## src/rtl/uart_pkg.sv

```systemverilog
// Shared definitions for the UART transmit-side blocks: arbiter state encoding,
// default byte width and a constant clog2 helper for index widths.
package uart_pkg;

    localparam int UART_DATA_W = 8;

    typedef enum logic {
        ST_IDLE = 1'b0,
        ST_XFER = 1'b1
    } arb_state_t;

    function automatic int clog2(input int v);
        int r;
        r = 0;
        for (int x = v - 1; x > 0; x = x >> 1)
            r++;
        return r;
    endfunction

endpackage

```

## src/rtl/rr_pick.sv

```systemverilog
// Combinational round-robin select: first set bit of req at or above ptr, with wrap.
module rr_pick #(
    parameter int N  = 4,
    parameter int PW = 2
) (
    input  logic [N-1:0]  req,
    input  logic [PW-1:0] ptr,
    output logic          any,
    output logic [PW-1:0] idx
);

    int            c;
    logic [PW-1:0] w_c;

    // Walk offsets from the far end so the smallest offset from ptr wins.
    always_comb begin
        any = |req;
        idx = '0;
        c   = 0;
        w_c = '0;
        for (int off = N - 1; off >= 0; off--) begin
            c = int'(ptr) + off;
            if (c >= N)
                c = c - N;
            w_c = PW'(c);
            if (req[w_c])
                idx = w_c;
        end
    end

endmodule

```

## src/rtl/uart_tx_arbiter.sv

```systemverilog
// Round-robin, packet-locked arbiter feeding the UART TX FIFO write port,
// with a per-grant burst limit and an idle timeout on the owner.
module uart_tx_arbiter
    import uart_pkg::*;
#(
    parameter  int NUM_REQ      = 4,
    parameter  int DATA_W       = UART_DATA_W,
    parameter  int MAX_BURST    = 16,
    parameter  int IDLE_TIMEOUT = 32,
    localparam int GW           = clog2(NUM_REQ)
) (
    input  logic                      clk,
    input  logic                      reset,
    input  logic [NUM_REQ-1:0]        req_valid,
    input  logic [NUM_REQ*DATA_W-1:0] req_data,
    input  logic [NUM_REQ-1:0]        req_last,
    output logic [NUM_REQ-1:0]        req_ready,
    input  logic                      fifo_full,
    output logic                      fifo_wr,
    output logic [DATA_W-1:0]         fifo_wr_data,
    output logic [GW-1:0]             grant_id,
    output logic                      busy
);

    arb_state_t r_state, w_state_nxt;
    logic [GW-1:0] r_grant_id, r_rr_ptr;
    logic [7:0]    r_burst_cnt, r_idle_cnt;

    logic [NUM_REQ-1:0][DATA_W-1:0] w_data;
    logic          w_any, w_beat, w_idle_tick, w_release;
    logic [GW-1:0] w_idx, w_ptr_nxt;
    logic [7:0]    w_burst_nxt, w_idle_nxt;

    assign w_data = req_data;

    rr_pick #(.N(NUM_REQ), .PW(GW)) u_pick (
        .req (req_valid),
        .ptr (r_rr_ptr),
        .any (w_any),
        .idx (w_idx)
    );

    assign w_beat      = (r_state == ST_XFER) & req_valid[r_grant_id] & ~fifo_full;
    assign w_idle_tick = (r_state == ST_XFER) & ~req_valid[r_grant_id] & ~fifo_full;
    assign w_burst_nxt = (r_burst_cnt == 8'hFF) ? 8'hFF : r_burst_cnt + 8'd1;
    assign w_idle_nxt  = (r_idle_cnt == 8'hFF) ? 8'hFF : r_idle_cnt + 8'd1;
    assign w_ptr_nxt   = (r_grant_id == GW'(NUM_REQ - 1)) ? '0 : r_grant_id + GW'(1);

    // Last beat, burst exhaustion and idle timeout all collapse into one release.
    assign w_release = (w_beat && (req_last[r_grant_id] || w_burst_nxt == 8'(MAX_BURST)))
                    || (w_idle_tick && w_idle_nxt == 8'(IDLE_TIMEOUT));

    always_ff @(posedge clk or posedge reset) begin
        if (reset)
            r_state <= ST_IDLE;
        else
            r_state <= w_state_nxt;
    end

    always_comb begin
        w_state_nxt = r_state;
        case (r_state)
            ST_IDLE: if (w_any)     w_state_nxt = ST_XFER;
            ST_XFER: if (w_release) w_state_nxt = ST_IDLE;
        endcase
    end

    always_comb begin
        req_ready    = '0;
        fifo_wr      = 1'b0;
        fifo_wr_data = '0;
        if (r_state == ST_XFER) begin
            req_ready[r_grant_id] = ~fifo_full;
            fifo_wr               = w_beat;
            if (w_beat)
                fifo_wr_data = w_data[r_grant_id];
        end
    end

    assign busy     = (r_state == ST_XFER);
    assign grant_id = r_grant_id;

    always_ff @(posedge clk or posedge reset) begin
        if (reset) begin
            r_grant_id  <= '0;
            r_rr_ptr    <= '0;
            r_burst_cnt <= '0;
            r_idle_cnt  <= '0;
        end else if (r_state == ST_IDLE) begin
            if (w_any) begin
                r_grant_id  <= w_idx;
                r_burst_cnt <= '0;
                r_idle_cnt  <= '0;
            end
        end else if (w_release) begin
            r_rr_ptr <= w_ptr_nxt;
        end else if (w_beat) begin
            r_burst_cnt <= w_burst_nxt;
            r_idle_cnt  <= '0;
        end else if (w_idle_tick) begin
            r_idle_cnt <= w_idle_nxt;
        end
    end

endmodule
```

## config.mk

```make
export PLATFORM = sky130hd
export DESIGN_NAME = uart_tx_arbiter
export DESIGN_NICKNAME = d
export VERILOG_FILES = /design/src/rtl/uart_pkg.sv /design/src/rtl/rr_pick.sv /design/src/rtl/uart_tx_arbiter.sv
export SDC_FILE = /design/constraint.sdc
export NUM_CORES = 1
export LEC_CHECK = 0
export CAP_MARGIN = 10
export CORE_AREA = 2 2 98 81
export CTS_BUF_LIST = sky130_fd_sc_hd__clkbuf_8
export DETAILED_ROUTE_END_ITERATION = 8
export DIE_AREA = 0 0 100 83
export PLACE_DENSITY = 0.47
export REMOVE_ABC_BUFFERS = 1
export SYNTH_ARGS = -nofsm -noshare
export SYNTH_HDL_FRONTEND = slang
export SYNTH_SLANG_ARGS = --single-unit
```

## constraint.sdc

```tcl
create_clock -name clk -period 4.3 [get_ports clk]
set_input_delay 0.86 -clock clk [delete_from_list [all_inputs] [get_ports clk]]
set_output_delay 0.86 -clock clk [all_outputs]
set_load 0.03 [all_outputs]
```

==> results.py <==
metrics = {
    "detailed_routing": {
        "vias_per_cell": 5.07,
        "ant_nets": 0,
        "wl_mm": 5.12,
        "via_count": 1689,
        "avgRoutedWirePerCell_um": 15.4,
        "drt_first_pass_iters": 4,
        "drt_iter0_drc": 51,
        "drc_errors": 0,
    },
    "synth": {
        "synth_edf_count": 0,
        "netlist_area_mm2": 0.00177,
        "synthTopCellsByArea": "dfrtp_1 30%, mux4_2 13%, and3_1 4.6%",
        "ys_types": 53,
        "yosys_most_used_dff": "dfrtp_1",
        "yosysMostFrequentCell": "dfrtp_1",
        "syn_inst": 185,
        "yosys_warnings": 0,
        "synth.top_cell.area_share_pct": 29.7,
        "synth_common_cells": "21 x dfrtp_1, 15 x a21oi_1, 13 x and3_1, 12 x nor2_1, 11 x nand2_1",
        "ys_seq_area_share_pct": 29.7,
        "synth_area_leader_cell": "dfrtp_1",
        "synth_area_per_cell_um2": 9.57,
        "synthArstFlopShare_pct": 100,
        "ys_seq_elements": 21,
    },
    "sta": {
        "setup_ws_ns": 0.557,
        "skew_ns": 0.00924,
        "period_minus_slack_ns": 3.74,
        "fmax_mhz": 267,
        "finalSetupViolCount": 0,
        "slew_headroom_pct": 42.2,
        "worst_pin_slew_ns": 0.866,
        "hold_viol_final": 0,
        "min_period_over_period_pct": 87.1,
        "finalMaxSlewViolations": 0,
        "rsz0062_at_grt": "false",
        "finalSetupTns_ns": 0,
    },
    "placed_design": {
        "io_buffer_count": 58,
        "dpl.cell_count": 329,
        "place.gp.congestion": 0.840,
        "place_ws_ns": 0.548,
        "hpwl_mm": 4.00,
    },
    "die": {
        "rows": 28,
        "die_x_um": 100,
        "die_y_um": 83,
        "start_util_pct": 24.3,
        "dieArea_mm2": 0.00830,
        "core_mm2": 0.00729,
        "io_pins": 59,
    },
    "cts": {
        "holdBufCountCts": 0,
        "htree_levels": 1,
        "cts.sinks": 21,
        "clockBufferDepth": 2,
        "cts_resized": 0,
        "cts_made_buffers": 3,
        "cts_tree": "done",
        "clk_pin_slew_ns": 0.08,
        "post_cts_buffers": 0,
        "clk_latency_ns": 0.27,
        "cts_root_buf": "clkbuf_8",
    },
    "worst_setup_path": {
        "crit_fanout": 12,
        "cp.required_ns": 3.44,
        "timing.critical_path.to": "fifo_wr",
        "crit_path_end_kind": "output pin",
        "reg2reg_to": "r_idle_cnt[1]",
        "cpPeakStageDelay_ns": 0.66,
        "cpMostUsedCell": "clkdlybuf4s50_1",
        "arrival_ns": 2.88,
        "crit_type": "input port to output pin",
        "r2r_slack_ns": 1.60,
        "r2r_cells": 5,
        "worst_setup_path_start_kind": "input port",
        "worstReg2RegStart": "grant_id[0]",
        "crit_start": "req_valid[0]",
        "path_cells": "clkdlybuf4s50_1 -> mux4_2 -> nand2_1 -> inv_2 -> clkdlybuf4s50_1",
        "slowest_stage": "mux4_2",
    },
    "flow_run": {
        "maxCapViolations": 0,
    },
    "layout": {
        "area_growth_pct": 40.8,
        "register_area_um2": 526,
        "layout.cells.non_filler": 333,
        "nFillCells": 754,
        "layout-drive-gt1-share_pct": 12.8,
        "multi_input_comb_area_mm2": 0.00118,
        "fin_nets": 293,
        "antennaDiodeCount": 0,
    },
    "grt": {
        "grt_pass1_vias": 1692,
        "antenna_found_initial": 0,
        "grt_max_degree": 22,
        "grt_use_total_pct": 13.2,
        "grt_pass1_wl_mm": 8.81,
        "overflow": 0,
    },
    "worst_hold_path": {
        "hp-start": "r_burst_cnt[0]",
        "hold_path_class": "flip-flop to flip-flop",
    },
    "run_status": {
        "outcome": "completed",
    },
    "power": {
        "p_total_mw": 1.15,
        "power_density_mw_per_mm2": 460,
        "ir_worst_vdd_mv": 0.164,
        "p_leak_nw": 1.01,
    },
}
-- cell families (layout without fill, tap and decap cells) --
kind of cell / after synthesis / after routing / synth area share (%)
AOI/OAI and AO/OA: 51 / 51 / 19.8
DFF: 21 / 21 / 29.7
and+or+nand+nor: 74 / 74 / 25.1
buffers and inverters: 16 / 74 / 3.89
xor gates and xnor gates: 1 / 1 / 0.495
adders and majority gates: 6 / 6 / 4.24
muxes: 16 / 16 / 16.8
-- cell type report --
| class | instances | area share (%) |
|---|---|---|
| Tap cell | 90 | 4.52 |
| Clock inverter | 1 | 0.201 |
| Clock buffer | 3 | 1.66 |
| Sequential cell | 21 | 21.1 |
| Inverter | 10 | 1.51 |
| Timing Repair Buffer | 60 | 23.9 |
| Multi-Input combinational cell | 148 | 47.2 |
-- metrics by stage --
step	cell area, um^2	hold slack, ns	util [%]
3_3_place_gp	2450	0.519	33.6
2_1_floorplan	1740	0.487	-
3_5_place_dp	2450	0.539	33.6
6_report	2490	0.555	34.2
5_1_grt	2490	0.584	34.2
4_1_cts	2490	0.559	34.2
-- cells in the final DEF, fill, tap and decap left out, types with 2 or more instances in the layout --
| master | instances |
|---|---|
| a21oi_1 | 15 |
| a311oi_1 | 3 |
| a31o_2 | 2 |
| a31oi_1 | 10 |
| and2_1 | 6 |
| and3_1 | 13 |
| and3b_1 | 2 |
| and4_1 | 2 |
| buf_4 | 2 |
| clkbuf_8 | 3 |
| clkdlybuf4s50_1 | 58 |
| dfrtp_1 | 21 |
| ha_1 | 6 |
| inv_1 | 8 |
| inv_2 | 2 |
| mux2_1 | 2 |
| mux2_4 | 2 |
| mux2i_1 | 2 |
| mux4_2 | 10 |
| nand2_1 | 11 |
| nand3_1 | 4 |
| nand4_1 | 4 |
| nor2_1 | 12 |
| nor2b_1 | 2 |
| nor3_1 | 5 |
| o21a_1 | 4 |
| o21ai_0 | 4 |
| o21ai_1 | 3 |
-- flip-flops by register name (all words and copies together), names as in the netlist --
register / count
r_rr_ptr: 2
grant_id: 2
busy: 1
r_idle_cnt: 8
r_burst_cnt: 8
-- worst max-delay path, delay by kind of cell --
family | cells | cell delay, ns
buffers and inverters | 3 | 1.16
multiplexers | 1 | 0.66
AND/OR/NAND/NOR | 1 | 0.20
-- metal layers --
layer | GRT usage, % | wire length [um] | vias to the layer above | part of all wire (%)
li1 | - | - | 832 | -
met4 | 2.49 | 35 | 0 | 0.68
met3 | 2.86 | 172 | 4 | 3.4
met5 | 0 | 0 | - | 0
met2 | 19.7 | 2290 | 24 | 45
met1 | 19.6 | 2620 | 829 | 51
-- worst min path at each step --
stage / cells past startpoint / to / slack (ns)
global placement: 1 / r_rr_ptr[0] / 0.52
finish: 1 / r_burst_cnt[0] / 0.55
global route: 1 / r_rr_ptr[0] / 0.58
CTS: 1 / r_burst_cnt[0] / 0.56
floorplan: 1 / r_rr_ptr[0] / 0.49
detailed placement: 1 / r_rr_ptr[0] / 0.54
-- where the power goes --
part           switching (mW)  internal [mW]  total, mW
Clock                  0.0712         0.0647      0.136
Sequential              0.101          0.248      0.348
Combinational           0.334          0.330      0.663
Total                   0.505          0.642       1.15
No activity file was read; power rests on OpenSTA's default activity.
